File: src/rtl/fir_out_buffer.sv
// Output buffer behind the FIR filter: rescales the 18-bit result to 16 bits (round-half-up,
// saturating) and queues it in a first-word-fall-through FIFO. Optional peak tracker: FIR_OUT_PEAK_EN.
module fir_out_buffer #(
  parameter int unsigned DEPTH = 8,
  parameter int unsigned SHIFT = 2,
  localparam int unsigned AW = $clog2(DEPTH)
) (
  input  logic          clk,
  input  logic          rst_n,
  input  logic          clr,
  input  logic [17:0]   in_data,
  input  logic          in_valid,
  output logic [15:0]   out_data,
  output logic          out_valid,
  input  logic          out_ready,
  output logic [AW:0]   level,
  output logic          full,
  output logic          overflow,
`ifdef FIR_OUT_PEAK_EN
  output logic [15:0]   peak,
`endif
  output logic          sat
);

  localparam int unsigned LW = AW + 1;
  localparam logic [18:0] RndAdd = (SHIFT > 0) ? (19'd1 << (SHIFT - 1)) : 19'd0;

  typedef logic [AW-1:0] ptr_t;

  logic [18:0]   rnd;
  logic [18:0]   scaled;
  logic          clip;
  logic          full_w;
  logic          push_acc;
  logic          pop_acc;

  logic [15:0]   s1_data_d, s1_data_q;
  logic          s1_valid_d, s1_valid_q;
  ptr_t          wr_ptr_d, wr_ptr_q;
  ptr_t          rd_ptr_d, rd_ptr_q;
  logic [LW-1:0] level_d, level_q;
  logic          overflow_d, overflow_q;
  logic          sat_d, sat_q;
`ifdef FIR_OUT_PEAK_EN
  logic [15:0]   peak_d, peak_q;
`endif

  logic [15:0]   mem_q [DEPTH];

  always_comb begin
    rnd      = {1'b0, in_data} + RndAdd;
    scaled   = rnd >> SHIFT;
    clip     = |scaled[18:16];
    full_w   = (level_q == LW'(DEPTH));
    pop_acc  = (level_q != '0) && out_ready;
    // A push into a full FIFO is only taken when the head leaves in the same cycle.
    push_acc = s1_valid_q && (!full_w || pop_acc);
  end

  always_comb begin
    s1_valid_d = in_valid;
    s1_data_d  = s1_data_q;
    if (in_valid) begin
      s1_data_d = clip ? 16'hFFFF : scaled[15:0];
    end
    sat_d      = sat_q | (in_valid & clip);
    wr_ptr_d   = wr_ptr_q + ptr_t'(push_acc);
    rd_ptr_d   = rd_ptr_q + ptr_t'(pop_acc);
    level_d    = level_q + LW'(push_acc) - LW'(pop_acc);
    overflow_d = overflow_q | (s1_valid_q & ~push_acc);
`ifdef FIR_OUT_PEAK_EN
    peak_d     = peak_q;
    if (push_acc && (s1_data_q > peak_q)) begin
      peak_d = s1_data_q;
    end
`endif
    if (clr) begin
      s1_valid_d = 1'b0;
      sat_d      = 1'b0;
      wr_ptr_d   = '0;
      rd_ptr_d   = '0;
      level_d    = '0;
      overflow_d = 1'b0;
`ifdef FIR_OUT_PEAK_EN
      peak_d     = '0;
`endif
    end
  end

  always_ff @(posedge clk or negedge rst_n) begin
    if (!rst_n) begin
      s1_data_q  <= '0;
      s1_valid_q <= 1'b0;
      wr_ptr_q   <= '0;
      rd_ptr_q   <= '0;
      level_q    <= '0;
      overflow_q <= 1'b0;
      sat_q      <= 1'b0;
`ifdef FIR_OUT_PEAK_EN
      peak_q     <= '0;
`endif
    end else begin
      s1_data_q  <= s1_data_d;
      s1_valid_q <= s1_valid_d;
      wr_ptr_q   <= wr_ptr_d;
      rd_ptr_q   <= rd_ptr_d;
      level_q    <= level_d;
      overflow_q <= overflow_d;
      sat_q      <= sat_d;
`ifdef FIR_OUT_PEAK_EN
      peak_q     <= peak_d;
`endif
    end
  end

  // Storage is not reset; level gates every read of it.
  always_ff @(posedge clk) begin
    if (push_acc && !clr) begin
      mem_q[wr_ptr_q] <= s1_data_q;
    end
  end

  always_comb begin
    out_valid = (level_q != '0);
    out_data  = out_valid ? mem_q[rd_ptr_q] : 16'd0;
    level     = level_q;
    full      = full_w;
    overflow  = overflow_q;
    sat       = sat_q;
`ifdef FIR_OUT_PEAK_EN
    peak      = peak_q;
`endif
  end

endmodule

File: config.mk
export PLATFORM = sky130hd
export DESIGN_NAME = fir_out_buffer
export DESIGN_NICKNAME = d
export VERILOG_FILES = /design/src/rtl/fir_out_buffer.sv
export SDC_FILE = /design/constraint.sdc
export NUM_CORES = 1
export LEC_CHECK = 0
export ABC_CLOCK_PERIOD_IN_PS = 8100
export BUFFER_PORTS_ARGS = -buffer_cell sky130_fd_sc_hd__buf_2
export CORE_ASPECT_RATIO = 0.9
export CORE_MARGIN = 4
export CORE_UTILIZATION = 60
export CTS_BUF_LIST = sky130_fd_sc_hd__clkbuf_16
export DETAILED_ROUTE_END_ITERATION = 12
export PLACE_DENSITY = 0.79
export SLEW_MARGIN = 15
export SYNTH_ARGS = -nofsm -noshare
export SYNTH_HDL_FRONTEND = slang
export SYNTH_SLANG_ARGS = --single-unit
File: constraint.sdc
create_clock -name clk -period 8.1 [get_ports clk]
set_input_delay 1.215 -clock clk [delete_from_list [all_inputs] [get_ports clk]]
set_output_delay 1.215 -clock clk [all_outputs]
set_load 0.1 [all_outputs]
# Word-level counts from Yosys, hierarchy flattened
# Memories as Yosys holds them, arrays and structs flattened.
# Index checks and enable logic that the tools add are counted.
[word_totals]
register_bits = 29
output_inout_bits = 24
wordCells = 36
n_memories = 1
ramBits = 128
[memory_table]
columns = ["memory", "depth", "word_bits", "read_ports", "rd_clocked_by_memory_dff", "write_ports", "line", "rtl"]
rows = [
  ["mem_q", 8, 16, 1, 0, 1, "48", "logic [15:0] mem_q [DEPTH];"],
]
[classes]
eq_ne = 1
add_sub_neg = 5
reduce_logical = 7
n_bitwise = 5
mux = 10
[op_table]
columns = ["cell", "count"]
rows = [
  ["$mux W16", 2],
  ["$add A18 B2 Y19 const B", 1],
  ["$add A3 B1 Y3", 2],
  ["$mux W3", 2],
  ["$mux W1", 5],
  ["$add A4 B1 Y4", 1],
  ["$eq A4 B4 Y1 const B", 1],
  ["$mux W4", 1],
  ["$reduce_bool A4 Y1", 1],
  ["$sub A4 B1 Y4", 1],
  ["$logic_and A1 B1 Y1", 3],
  ["$and A1 B1 Y1", 2],
  ["$logic_not A1 Y1", 2],
  ["$or A1 B1 Y1", 2],
  ["$logic_or A1 B1 Y1", 1],
  ["$not A1 Y1", 1],
]

# Depth between registers and ports, before layout
# Gate-level depths: netlist (run 1).
[depth]
ltp_word = 8
ltp_mapped = 11

# Least setup slack after synthesis (run 1)
# Ideal clock, no wire load.
[synth_path]
kind = "flip-flop to flip-flop"
start = "register level_q[3], in the netlist level[3]"
end = "register level_q[2], in the netlist level[2]"
stages_incl_launch_ff = 9
path_slack_ns = 3.249
n_path_buf = 0
synth_period_minus_slack_ns = 4.851
t_arrival_ns = 4.720
setup_ns = 0.132
cell_sequence = "dfrtp_1 ha_1 nor3b_1 a21bo_2 o21ai_0 ha_1 fa_1 xnor2_1 nor2_1"
[synth_via]
elab_chain_len = 7
elab_cells_between_ends = 9
[synth_rtl]
columns = ["element", "line", "rtl"]
rows = [
  ["start, declared", "41", "logic [LW-1:0] level_d, level_q;"],
  ["start signal, assigned", "107", "level_q <= level_d;"],
  ["$eq A4 B4 Y1", "54", "full_w = (level_q == LW'(DEPTH));"],
  ["named net full", "17", "output logic full,"],
  ["$logic_not A1 Y1", "57", "push_acc = s1_valid_q && (!full_w || pop_acc);"],
  ["$logic_or A1 B1 Y1", "57", ""],
  ["$logic_and A1 B1 Y1", "57", ""],
  ["$add A4 B1 Y4", "69", "level_d = level_q + LW'(push_acc) - LW'(pop_acc);"],
  ["$sub A4 B1 Y4", "69", ""],
  ["$mux W4", "77", "if (clr) begin"],
  ["named net level_d[2]", "41", ""],
]
# The timed path passes the listed nets, and every way through them passes these cells.
# A chain may end at the register's enable or synchronous reset.

# Worst setup path in the final report (run 1)
[layout_path]
start = "register rd_ptr_q[0]"
end = "output port out_data[14]"
[layout_via]
elab_chain_len = 2
[layout_rtl]
columns = ["element", "line", "rtl"]
rows = [
  ["start, declared", "40", "ptr_t rd_ptr_d, rd_ptr_q;"],
  ["start signal, assigned", "106", "rd_ptr_q <= rd_ptr_d;"],
  ["$mem_v2 Z8 W16", "--", ""],
  ["$mux W16", "125", "out_data = out_valid ? mem_q[rd_ptr_q] : 16'd0;"],
  ["end, declared", "13", "output logic [15:0] out_data,"],
]
# No other way between the ends.

==> out/summary.md, run 1 <==
The max capacitance violation total is 0, and the die boundary height is 107 µm. The worst setup path is launched from a flop. The number of synthesized register bits works out to 157. At the later pin of the worst-skew pair, clock insertion delay measures 0.41 ns. The static leakage power is 2.60 nW, and the global route total overflow is 0.

Dividing total power by cell area gives a power density of 352 nW/µm². Using the TritonRoute via totals, the vias-per-cell ratio works out to 6.03. The longest individual stage delay on the worst path is 0.62 ns. The core region is 10400 µm².

Setup repair after global routing left no endpoint under its margin. No sink is reached through more buffers than the 2 on the longest clock path. The tools report the register area share after synthesis as 0.705. The final cell area excluding filler cells was 7490 µm². Routability-driven placement finished with a final weighted congestion of 0.706. The clock-pin slew on the worst setup and hold paths came out at 0.06 ns. The run gives 3519 as the number of global-route vias before repair. The part of the total power dissipated in the clock network is 0.298, and the post-route DRC violation count is 0.

On the critical path the largest part of the delay comes from multiplexers. Chip width: 118 µm. In this run, synthesis inferred 128 flip-flops with an integrated enable.

For the number of top-level pins, the log shows 47. Buffers inserted to repair hold after CTS numbered 0. The total die area came out at 12500 µm².

The final-layout fill cell count came out at 623. The tools report the reg-to-reg critical path endpoint as mem_q[7][0]$_DFFE_PP_. The most critical setup path has its endpoint at out_data[14].

Switching fraction of total power: 0.385. The worst hold path belongs to the class reg2reg. The portion of the clock cycle consumed by the worst path in the final layout is 0.457, and the effective utilization at floorplan is 0.625. The tools report the maximum clock skew at final layout as 0.00921 ns. The critical path in this run is classified as reg2out. The startpoint identified for the worst register-to-register timing path is level[2]$_DFF_PN0_.

The count of endpoints failing setup in the final report is 0. The tools report the required time reported for the critical path endpoint as 6.88 ns. For the worst setup path, the data arrival time is 2.48 ns. The logs give 37 for the distinct cell type count of the synthesized netlist and 7110 µm for the post-detailed-placement half-perimeter wirelength. The mean routed wirelength per cell came out at 21.1 µm. For the number of cells produced by synthesis, the log shows 374.

Power dissipated by switching net loads: 1.02 mW. The net count of the finished layout is 466. At the pin with the least slew margin, the transition time is 1.07 ns. Together, buffers and inverters on the worst path number 2. The H-tree was split into 4 levels. The run gives 0 as the count of buffers added by post-CTS timing repair for setup.

The tree built by TritonCTS fans out to 157 sinks. Leaving out fill and tap cells, the most frequent cells in the layout are sky130_fd_sc_hd__edfxtp_1, sky130_fd_sc_hd__nor2_1, sky130_fd_sc_hd__buf_2. The run gives 184 µV as the maximum ir drop on the vdd rail. The cell area that synthesis handed to floorplanning was 6480 µm².

Of all nets on the critical path, the largest fanout is 33. During synthesis, Yosys emitted a total of 0 warnings. The internal power of the cells was 1.62 mW; the final critical path time including I/O delays and setup was 3.70 ns. The number of antenna diodes in the final layout is 0. The count of nets left with antenna violations once routing finished came out at 0. TritonCTS built the clock tree.

Once the clock tree was built, the resizer swapped 0 gates to a different size. The average size of a mapped cell works out to 17.3 µm². The share of layout cells above drive strength 1 came out at 0.285. The relative slew slack was 0.288. The final number of hold-violating endpoints was 0. The number of antenna violations at the first check in global routing was 0; the detailed router's first-iteration violation count was 283. The number of nets produced by synthesis is 408. In the synthesized netlist the dominant register cell turns out to be sky130_fd_sc_hd__edfxtp_1. The cell type of the slowest stage on the worst timing path was sky130_fd_sc_hd__mux4_2. The root buffer cell chosen for the clock tree is sky130_fd_sc_hd__clkbuf_16. The library cell used most frequently in the layout, excluding fill and tap cells, is sky130_fd_sc_hd__edfxtp_1. Timing would allow up to 270 MHz. In this run the number of cells on the critical path is 5. The worst register-to-register path has a setup slack of 5.13 ns. For the final routed database, the setup TNS stands at 0 ns. The logs give 0.343 for the share of power burned in combinational logic and 19700 µm for the wire length of the first global-routing pass. The total count of max-transition violations in the final report is 0. Fraction of power consumed by sequential logic: 0.359. The signed area change from the synthesized netlist to the final layout is 15.5%. For this block, the routed nets add up to 12100 µm of wire.

The signal on the critical path passes through buf_4, mux4_2, mux2i_1, nor2_1, buf_2. The worst reg-to-reg path cell count is 7. The count of buffers added on input and output ports is 45. The run finished with clean final reports. Cell row count: 35. The tools report the global router's overall resource usage as 0.210. For the total iterations of the first detailed-routing run, the log shows 4. Buffers inserted during clock tree synthesis total 17. Maximum number of pins on one net before global-route repair: 34. The total via count after detailed routing was 3464. The post-synthesis async set-or-reset flop share came out at 0.185.

The tools report the worst setup path startpoint as rd_ptr_q[0]$_DFF_PN0_. The kind of end point of the critical path was an output pin. After detailed placement, the total cell area comes to 6890 µm².
[routing by layer]
metal	track usage	part of all wire	vias to the layer above
met3	0.0438	0.059	7
met2	0.343	0.50	122
li1	-	-	1568
met4	0.0594	0.0068	0
met1	0.294	0.44	1767
met5	0	0	-
[final cells by class]
| class | instances | area (µm²) | share of cell area |
|---|---|---|---|
| clock buffer | 17 | 425 | 0.0568 |
| clock inverter | 15 | 173 | 0.0231 |
| multi-input combinational | 193 | 1830 | 0.245 |
| inverter | 9 | 33.8 | 0.00451 |
| timing repair buffer | 54 | 293 | 0.0391 |
| sequential | 157 | 4570 | 0.610 |
| tap | 129 | 161 | 0.0216 |
[synth_stat cells, types with 2 or more instances]
master / count / area, µm²
sky130_fd_sc_hd__nand3_2: 2 / 20.0
sky130_fd_sc_hd__nand4_1: 2 / 12.5
sky130_fd_sc_hd__dfrtp_1: 29 / 726
sky130_fd_sc_hd__a31oi_1: 15 / 93.8
sky130_fd_sc_hd__ha_1: 10 / 125
sky130_fd_sc_hd__mux2i_1: 16 / 160
sky130_fd_sc_hd__nor3_1: 6 / 30.0
sky130_fd_sc_hd__mux4_2: 32 / 721
sky130_fd_sc_hd__o31ai_1: 2 / 15.0
sky130_fd_sc_hd__nor2_1: 49 / 184
sky130_fd_sc_hd__nand2b_1: 4 / 25.0
sky130_fd_sc_hd__a21oi_1: 2 / 10.0
sky130_fd_sc_hd__nand2_1: 8 / 30.0
sky130_fd_sc_hd__nor4_1: 3 / 18.8
sky130_fd_sc_hd__nor2b_1: 6 / 37.5
sky130_fd_sc_hd__clkbuf_1: 9 / 33.8
sky130_fd_sc_hd__nand3_1: 5 / 25.0
sky130_fd_sc_hd__inv_1: 9 / 33.8
sky130_fd_sc_hd__buf_2: 5 / 25.0
sky130_fd_sc_hd__xnor2_1: 15 / 131
sky130_fd_sc_hd__edfxtp_1: 128 / 3840
sky130_fd_sc_hd__xor2_1: 2 / 17.5
[state kept, by name, summed over array words and instances, names as in the netlist]
name	cells
level	4
sat	1
s1_valid_q	1
mem_q	128
s1_data_q	16
rd_ptr_q	3
wr_ptr_q	3
overflow	1
[worst min-delay path: cells and delay by family (launching register included)]
| kind | cells | cell delay [ns] |
|---|---|---|
| flops | 1 | 0.35 |
| compound gates | 1 | 0.04 |
| simple gates | 1 | 0.07 |
[stage by stage]
step	setup WS (ns)	std cells	hold slack, ns	total power, mW	util
2_1_floorplan	3.25	374	0.502	1.72	-
3_3_place_gp	4.57	542	0.477	1.86	0.664
3_5_place_dp	4.55	542	0.486	1.88	0.664
4_1_cts	4.35	574	0.500	2.66	0.722
5_1_grt	4.20	574	0.526	2.75	0.722
6_report	4.40	574	0.496	2.64	0.722
[power groups by stage]
stage	Combinational, mW	Clock [mW]	Sequential, mW
floorplan	0.714	0	1.01
global placement	0.903	0	0.959
detailed placement	0.913	0	0.963
CTS	0.917	0.798	0.947
global route	0.960	0.839	0.952
finish	0.905	0.786	0.948
[worst min-delay path by stage]
stage | startpoint | end | slack (ns) | depth (start not counted)
after floorplan | s1_valid_q$_DFF_PN0_ | overflow$_DFF_PN0_ | 0.50 | 2
after global placement | overflow$_DFF_PN0_ | overflow$_DFF_PN0_ | 0.48 | 2
after detailed placement | overflow$_DFF_PN0_ | overflow$_DFF_PN0_ | 0.49 | 2
after CTS | overflow$_DFF_PN0_ | overflow$_DFF_PN0_ | 0.50 | 2
after global routing | overflow$_DFF_PN0_ | overflow$_DFF_PN0_ | 0.53 | 2
final | overflow$_DFF_PN0_ | overflow$_DFF_PN0_ | 0.50 | 2
[cells by family after synthesis]
| group | Yosys count | share of synthesized area |
|---|---|---|
| simple gates | 94 | 0.0747 |
| mux | 48 | 0.136 |
| compound gates | 23 | 0.0232 |
| buf+inv | 24 | 0.0160 |
| xor+xnor | 17 | 0.0230 |
| fa+ha+maj | 11 | 0.0224 |
| flops | 157 | 0.705 |
Power figures use the tool's default switching activity.
==> run 2, diff against run 1 <==
--- a/config.mk
+++ b/config.mk
@@ -5,14 +5,15 @@
 export SDC_FILE = /design/constraint.sdc
 export NUM_CORES = 1
 export LEC_CHECK = 0
-export ABC_CLOCK_PERIOD_IN_PS = 8100
+export ABC_AREA = 1
+export ABC_CLOCK_PERIOD_IN_PS = 3000
 export BUFFER_PORTS_ARGS = -buffer_cell sky130_fd_sc_hd__buf_2
 export CORE_ASPECT_RATIO = 0.9
 export CORE_MARGIN = 4
-export CORE_UTILIZATION = 60
+export CORE_UTILIZATION = 54
 export CTS_BUF_LIST = sky130_fd_sc_hd__clkbuf_16
 export DETAILED_ROUTE_END_ITERATION = 12
-export PLACE_DENSITY = 0.79
+export PLACE_DENSITY = 0.75
 export SLEW_MARGIN = 15
 export SYNTH_ARGS = -nofsm -noshare
 export SYNTH_HDL_FRONTEND = slang
==> constraint.sdc (replaced) <==
create_clock -name clk -period 3 [get_ports clk]
set_input_delay 0.45 -clock clk [delete_from_list [all_inputs] [get_ports clk]]
set_output_delay 0.45 -clock clk [all_outputs]
set_load 0.1 [all_outputs]
==> out/summary.md, run 2 <==
The number of top-level pins is 47 (unchanged). The basic-gate share of the synthesized area counting and, or, nand and nor cells is 0.162 (+0.0878). The number of cells produced by synthesis is 643 (+72%), and the number of antenna violations at the first check in global routing is 0 (unchanged).

The synthesized cell area is 6900 µm² (+6.4%), and the number of flip-flops in the largest register is 128 (unchanged). The portion of the clock cycle consumed by the worst path in the final layout is 0.937, and the post-detailed-placement half-perimeter wirelength is 8250 µm (+16%). The placed cell count was 832 (+54%). The tree is rooted in a sky130_fd_sc_hd__clkbuf_16. By area the synthesized netlist is led by sky130_fd_sc_hd__edfxtp_1, sky130_fd_sc_hd__dfrtp_1, sky130_fd_sc_hd__nor2_1. Share of layout cells above drive strength 1: 0.189 (-0.0965).

The clock period could shrink to 2.81 ns. The number of flops mapped to enable cells by yosys came out at 128 (unchanged). The average size of a mapped cell works out to 10.7 µm² (-38%).

The number of synthesized register bits was 157 (unchanged); the detailed-route vias per instance was 5.27 (-13%). The required time reported for the critical path endpoint was 2.55 ns (-4.33 ns); the die boundary height was 115 µm (+8.1%). The run gives 0 (unchanged) as the max capacitance violation total. The power per cell area works out to 997 nW/µm² (+180%).

The portion of synthesized cell area occupied by the leading cell type is 0.557 (-0.0358), and the clock-pin slew on the worst setup and hold paths is 0.06 ns (about the same). The path class of the tightest hold or removal check is in2async. In the layout the commonest cells are sky130_fd_sc_hd__nor2_1, sky130_fd_sc_hd__edfxtp_1, sky130_fd_sc_hd__o21ai_0. The area growth from synthesis to layout is 16.1%.

Among all flip-flop cells after synthesis, the most frequent one is sky130_fd_sc_hd__edfxtp_1. The tools report the count of endpoints failing setup in the final report as 0 (unchanged). For the global route total overflow, the log shows 0 (unchanged). The tools report the register area share after synthesis as 0.662 (-0.0426).

The maximum clock skew at final layout is 0.0135 ns (+0.00430 ns). CTS H-tree depth: 4 (unchanged). Setup repair after global routing left no endpoint under its margin. The number of diodes was 0 (unchanged); the total via count after detailed routing was 4553 (+31%). The tools report the number of global-route vias before repair as 4497 (+28%).

The critical path class is reg2out. The run finished with clean final reports. The insertion delay of the later-clocked pin in the worst-skew pair is 0.42 ns (about the same). The wire length of the first global-routing pass is 22300 µm (+13%). The tools report the worst-case clock buffer depth as 2 (unchanged). Leading cell type in the layout, fill and taps excluded: sky130_fd_sc_hd__nor2_1. TritonCTS built the clock tree.

The maximum number of pins on one net before global-route repair was 66 (+94%). The final number of hold-violating endpoints was 0 (unchanged). The post-route DRC violation count was 0 (unchanged). The logs give 0 (unchanged) for the count of buffers added by post-CTS timing repair for setup and 0 (unchanged) for the total count of max-transition violations in the final report. Total CTS buffers: 17 (unchanged).

The net count of the finished layout came out at 725 (+56%). The complex-gate fraction of the synthesized area is 0.100 (+0.0769), and the port buffer count is 45 (unchanged). Highest fanout seen on the critical path: 65 (+97%). The area share of fa/ha/maj cells after synthesis works out to 0.0210 (-0.00135). Worst hold slack after final layout: 0.0332 ns (-0.463 ns). Number of nets produced by synthesis: 677 (+66%). After synthesis, the largest family of logic cells by area is simple AND/OR/NAND/NOR gates. The clock sink count is 157 (unchanged), and the mean routed wirelength per cell is 15.8 µm (-25%). The distinct cell type count of the synthesized netlist was 29 (-22%). The timing-limited maximum frequency came out at 356 MHz. The tools report the kind of end point of the critical path as an output pin. The run gives 0.844 (+19%) as the final weighted congestion in routability-driven placement. Signal arrival time at the worst endpoint: 2.36 ns (-0.12 ns). The placeable core area is 12300 µm² (+18%), and the total die area is 14700 µm² (+17%). Static leakage power: 3.08 nW (+19%). The tools report the count of placed standard cells in the final layout, fillers left out as 864 (+51%).

Transition at the pin with the smallest max-transition slack: 0.655 ns (-0.414 ns). Relative slew slack: 0.563 (+0.276). The register with the most flip-flops in the final layout is mem_q.

The detailed router's first-iteration violation count was 304 (+7.4%); the mux cell area share after synthesis was 0 (-0.136). The number of warning messages in the yosys log is 0 (unchanged). Among all cell types in the netlist, the one instantiated most often is sky130_fd_sc_hd__nor2_1.

Ranked by instance count, the synthesized netlist is headed by sky130_fd_sc_hd__nor2_1, sky130_fd_sc_hd__edfxtp_1, sky130_fd_sc_hd__o21ai_0. The post-synthesis async set-or-reset flop share was 0.185 (unchanged). The category of the worst setup path launch point was a flop. Summed over all instances, the cell type with the most area after synthesis is sky130_fd_sc_hd__edfxtp_1. The tools report the total iterations of the first detailed-routing run as 5 (+1). The tools report the maximum ir drop on the vdd rail as 518 µV (+180%). The run gives 38 (+8.6%) as the cell row count.

The total wire length after detailed routing is 13700 µm (+13%), and the global router's overall resource usage is 0.202 (-0.00812). The final cell utilization of the core was 0.653 (-0.0685); the count of nets left with antenna violations after detail routing was 0 (unchanged). The effective utilization at floorplan is 0.562 (-0.0622), and the share of the synthesized netlist area taken by xor and xnor gates is 0.0114 (-0.0115). The chip width is 127 µm (+8.1%).
run 2: changes by cell type in the layout (fill, tap and decap cells not counted), sizes merged, moves of 6 or more:
cell / delta
a21oi: +10
a31oi: -15
inv: +31
mux2i: -16
mux4: -32
nand2: +47
nand3: +10
nor2: +148
nor2b: -6
nor3: -6
o21ai: +115
xnor2: -10
run 2: path summary, 6_finish.rpt:
path	cells after the start	start	slack [ns]	to
worst max-delay path	8	rd_ptr_q[0]$_DFF_PN0_	0.19	out_data[6]
worst min-delay path	1	rst_n	0.03	level[1]$_DFF_PN0_
worst max register to register	11	level[2]$_DFF_PN0_	0.49	level[2]$_DFF_PN0_
worst min register to register	2	overflow$_DFF_PN0_	0.53	overflow$_DFF_PN0_
max in group asynchronous	1	rst_n	2.54	level[3]$_DFF_PN0_
min in group clk	2	clr	0.33	overflow$_DFF_PN0_
run 2: metrics by stage:
stage | setup slack [ns] | total power [mW] | setup TNS (ns) | instance area [µm²]
2_1_floorplan | -0.0237 | 5.29 | -0.0237 | 7000
3_3_place_gp | 0.556 | 5.71 | 0 | 7370
3_5_place_dp | 0.518 | 5.78 | 0 | 7370
4_1_cts | 0.0388 | 8.04 | 0 | 8000
5_1_grt | 0.0445 | 8.38 | 0 | 8010
6_report | 0.189 | 7.99 | 0 | 8010
run 2: power by group:
group          switching (mW)  internal (mW)  leakage (nW)  total (mW)
clock                   0.845           1.41         0.311        2.25
sequential             0.0940           2.47          1.50        2.56
combinational            2.54          0.632          1.27        3.17
total                    3.48           4.51          3.08        7.99
run 2: cell type report:
class                      count  area, µm²
clock buffer                  17        425
clock inverter                15        210
fill                         927       4260
inverter                      36        135
multi-input combinational    422       2130
sequential                   157       4570
tap                          160        200
timing repair buffer          57        335
run 2: worst max-delay path, cell delays in order, from the launching register on:
cell and delay (ns):
sky130_fd_sc_hd__dfrtp_1 0.37, sky130_fd_sc_hd__buf_6 0.40, sky130_fd_sc_hd__nor2_1 0.10, sky130_fd_sc_hd__nor2_1 0.09, sky130_fd_sc_hd__o21ai_0 0.09, sky130_fd_sc_hd__o21ai_0 0.09, sky130_fd_sc_hd__o21ai_0 0.18, sky130_fd_sc_hd__nor2_4 0.15
sky130_fd_sc_hd__buf_2 0.43
run 2: routing by layer:
layer | GRT usage | share of wire | up-vias
li1 | - | - | 2289
met1 | 0.272 | 0.42 | 2120
met2 | 0.322 | 0.49 | 138
met3 | 0.0474 | 0.086 | 6
met4 | 0.0786 | 0.0064 | 0
met5 | 0 | 0 | -
run 2: logic make-up (layout without fill, tap and decap cells):
kind of cell	after synthesis	in the layout
AOI/OAI and AO/OA	130	130
xor gates and xnor gates	9	9
adders and majority gates	11	11
buffers and inverters	64	125
DFF	157	157
and+or+nand+nor	272	272
run 2: what timing repair did:
| action | in CTS | in global routing |
|---|---|---|
| gates resized for setup | 0 | 2 |
| setup endpoints to repair | 0 | 13 |
| hold buffers | 0 | 0 |
==> run 3, diff against run 2 <==
--- a/config.mk
+++ b/config.mk
@@ -10,10 +10,9 @@
 export BUFFER_PORTS_ARGS = -buffer_cell sky130_fd_sc_hd__buf_2
 export CORE_ASPECT_RATIO = 0.9
 export CORE_MARGIN = 4
-export CORE_UTILIZATION = 54
-export CTS_BUF_LIST = sky130_fd_sc_hd__clkbuf_16
+export CORE_UTILIZATION = 40
+export CTS_BUF_LIST = sky130_fd_sc_hd__clkbuf_8
 export DETAILED_ROUTE_END_ITERATION = 12
-export PLACE_DENSITY = 0.75
 export SLEW_MARGIN = 15
 export SYNTH_ARGS = -nofsm -noshare
 export SYNTH_HDL_FRONTEND = slang
==> out/summary.md, run 3 (synthesized netlist as in run 2, its figures left out) <==
The clock-pin slew on the worst setup and hold paths was 0.08 ns (+0.02 ns). The cell type group with the largest total delay on the critical path was buffers and inverters. Count of placed standard cells in the final layout, fillers left out: 924 (+6.9%).

The number of buffer and inverter instances along the worst setup path came out at 3 (+1). The power per cell area was 919 nW/µm² (-7.8%). The tools report the insertion delay of the later-clocked pin in the worst-skew pair as 0.45 ns (+0.03 ns). The detailed-route vias per instance was 4.91 (-6.8%).

The fraction of met3 tracks used by global routing is 0.0366 (-0.0107), and the number of global-route vias before repair is 4523 (+0.58%). Number of antenna violations at the first check in global routing: 0 (unchanged). The net count of the finished layout was 734 (+1.2%); the post-detailed-placement half-perimeter wirelength was 9420 µm (+14%). Leaving out fill and tap cells, the most frequent cell in the layout is sky130_fd_sc_hd__nor2_1. The required time reported for the critical path endpoint is 2.55 ns (about the same).

The total wire length after detailed routing is 14800 µm (+8.5%), and the summed negative setup slack over all endpoints is 0 ns (unchanged). The final cell area excluding filler cells is 7860 µm² (-1.8%). The run gives 0 (unchanged) as the max capacitance violation total. The tools report the reg-to-reg critical path endpoint as level[2]$_DFF_PN0_. The critical path is of the reg2out type. The logs give 17 (unchanged) for the total CTS buffers and 0 (unchanged) for the post-route DRC violation count. The worst setup path is launched from a flop. TritonCTS built the clock tree. The cell row count is 45 (+18%), and the met2 track demand over resource in global routing is 0.259 (-0.0626).

The die boundary height was 133 µm (+15%); the detailed router's first-iteration violation count was 326 (+7.2%). The port buffer count was 45 (unchanged). The tools report the final-layout fill cell count as 1578 (+70%). met2 is the most crowded layer. The flow ran to the end, and the final reports show no timing, DRC or antenna violations. The tools report the final setup slack of the worst path as 0.211 ns (+0.0212 ns).

The run gives 0.564 (+0.00112) as the relative slew slack. The run gives 47 (unchanged) as the number of top-level pins. For the count of nets left with antenna violations after detail routing, the log shows 0 (unchanged). The total die area was 19400 µm² (+33%); the count of endpoints failing setup in the final report was 0 (unchanged). The logs give 0 (unchanged) for the total count of max-transition violations in the final report and 7500 µm² (+1.8%) for the cell area after placement.

The logs give 2.34 ns (-0.02 ns) for the signal arrival time at the worst endpoint and 4 (-1) for the total iterations of the first detailed-routing run. The logs give 0.158 (-0.0432) for the global router's overall resource usage and 23600 µm (+6.0%) for the wire length of the first global-routing pass. The global route total overflow is 0 (unchanged). The kind of end point of the critical path is an output pin. The portion of the clock cycle consumed by the worst path in the final layout was 0.930 (-0.00707).

The maximum clock skew at final layout is 0.0104 ns (-0.00308 ns). Cell at the root of the clock tree: sky130_fd_sc_hd__clkbuf_8. The cell type of the slowest stage on the worst timing path is sky130_fd_sc_hd__buf_2.

For the clock sink count, the log shows 157 (unchanged). Ranked by flip-flop count, first place goes to mem_q. The CTS H-tree depth came out at 4 (unchanged).

The worst hold slack after final layout was 0.0186 ns (-0.0146 ns); the timing-limited maximum frequency was 359 MHz (+0.76%). In this design, the critical path's most frequently occurring cell is sky130_fd_sc_hd__o21ai_0. For the effective utilization at floorplan, the log shows 0.408 (-0.154). Final weighted congestion in routability-driven placement: 0.846 (+0.30%).

Path class of the lowest-slack min-delay path: in2async. The run gives 0.465 (-0.188) as the final cell utilization of the core. The signal on the critical path passes through inv_2, buf_4, o21ai_0, o21ai_1, o21ai_0, nor2_2, buf_2. The maximum number of pins on one net before global-route repair came out at 41 (-38%). The chip width came out at 146 µm (+15%).

The most critical setup path has its startpoint at rd_ptr_q[0]$_DFF_PN0_. The final critical path time including I/O delays and setup was 2.79 ns (-0.0212 ns); the static leakage power was 3.01 nW (-2.2%). For the number of diodes, the log shows 0 (unchanged). Compared with the post-synthesis result, the final layout area differs by 14.0%. The run gives 7.23 mW (-9.5%) as the overall power. The number of flip-flops in the largest register was 128 (unchanged). Placed cell count: 892 (+7.2%). The worst reg-to-reg path cell count was 11 (unchanged); the mean routed wirelength per cell was 16.1 µm (+1.5%). The library cells used most frequently in the layout, excluding fill and tap cells, are sky130_fd_sc_hd__nor2_1, sky130_fd_sc_hd__edfxtp_1, sky130_fd_sc_hd__o21ai_0. Setup repair after global routing left no endpoint under its margin.

In this run the critical register-to-register path is launched from level[2]$_DFF_PN0_. The tools report the maximum ir drop on the vdd rail as 411 µV (-21%). The run gives 0 (unchanged) as the final number of hold-violating endpoints. The share of layout cells above drive strength 1 was 0.192 (+0.00323); the worst-case clock buffer depth was 2 (unchanged).

The longest individual stage delay on the worst path was 0.46 ns (+0.03 ns). The worst slack at placement was 0.406 ns (-0.113 ns); the highest fanout seen on the critical path was 40 (-38%). The global routing usage on met1 was 0.210 (-0.0619); the transition at the pin with the smallest max-transition slack was 0.653 ns (-0.00169 ns). The logs give 16900 µm² (+38%) for the placeable core area and 4538 (-0.33%) for the total via count after detailed routing. The tools report the internal reg-to-reg setup slack as 0.54 ns (+0.05 ns).
## run 3: layout make-up
cell class	count	area [µm²]	share of cell area
clock buffers	18	248	0.0315
clock inverters	14	115	0.0146
inverters	36	135	0.0172
multi-input cells	422	2130	0.271
flip-flops and latches	157	4570	0.582
well taps	211	264	0.0336
repair buffers	66	395	0.0503
## run 3: what timing repair did
item                                   4_1_cts  5_1_grt
setup endpoints to repair                   16        0
endpoints found under the hold margin        0        0
gates resized for setup                      1        0
setup buffers                                0        0
hold buffers                                 0        0
## run 3: power by group
part / total, mW / switching (mW) / internal [mW]
combinational: 3.19 / 2.53 / 0.664
clock: 1.44 / 0.709 / 0.734
sequential: 2.60 / 0.131 / 2.46
total: 7.23 / 3.37 / 3.86
## run 3: worst max-delay path by stage
stage / endpoint / cells past startpoint / slack [ns]
floorplan: level[2]$_DFF_PN0_ / 8 / -0.02
global route: out_data[5] / 7 / 0.003
global placement: out_data[1] / 6 / 0.40
CTS: out_data[8] / 7 / 0.17
finish: out_data[5] / 7 / 0.21
detailed placement: out_data[5] / 5 / 0.41
## run 3: worst reg2reg max path, cell delays in order (launching register included)
cell,delay (ns)
sky130_fd_sc_hd__dfrtp_2,0.40
sky130_fd_sc_hd__inv_1,0.09
sky130_fd_sc_hd__ha_1,0.17
sky130_fd_sc_hd__nand2_2,0.28
sky130_fd_sc_hd__nand2_1,0.26
sky130_fd_sc_hd__inv_1,0.09
sky130_fd_sc_hd__nand2_1,0.13
sky130_fd_sc_hd__nand2_1,0.08
sky130_fd_sc_hd__ha_1,0.21
sky130_fd_sc_hd__fa_1,0.42
sky130_fd_sc_hd__xnor2_1,0.17
sky130_fd_sc_hd__nor2_1,0.05
## run 3: layer usage
| metal | vias up | wire length, µm | share of wire |
|---|---|---|---|
| met2 | 88 | 6930 | 0.47 |
| li1 | 2290 | - | - |
| met4 | 0 | 189 | 0.013 |
| met1 | 2148 | 7050 | 0.47 |
| met5 | - | 0 | 0 |
| met3 | 12 | 679 | 0.046 |
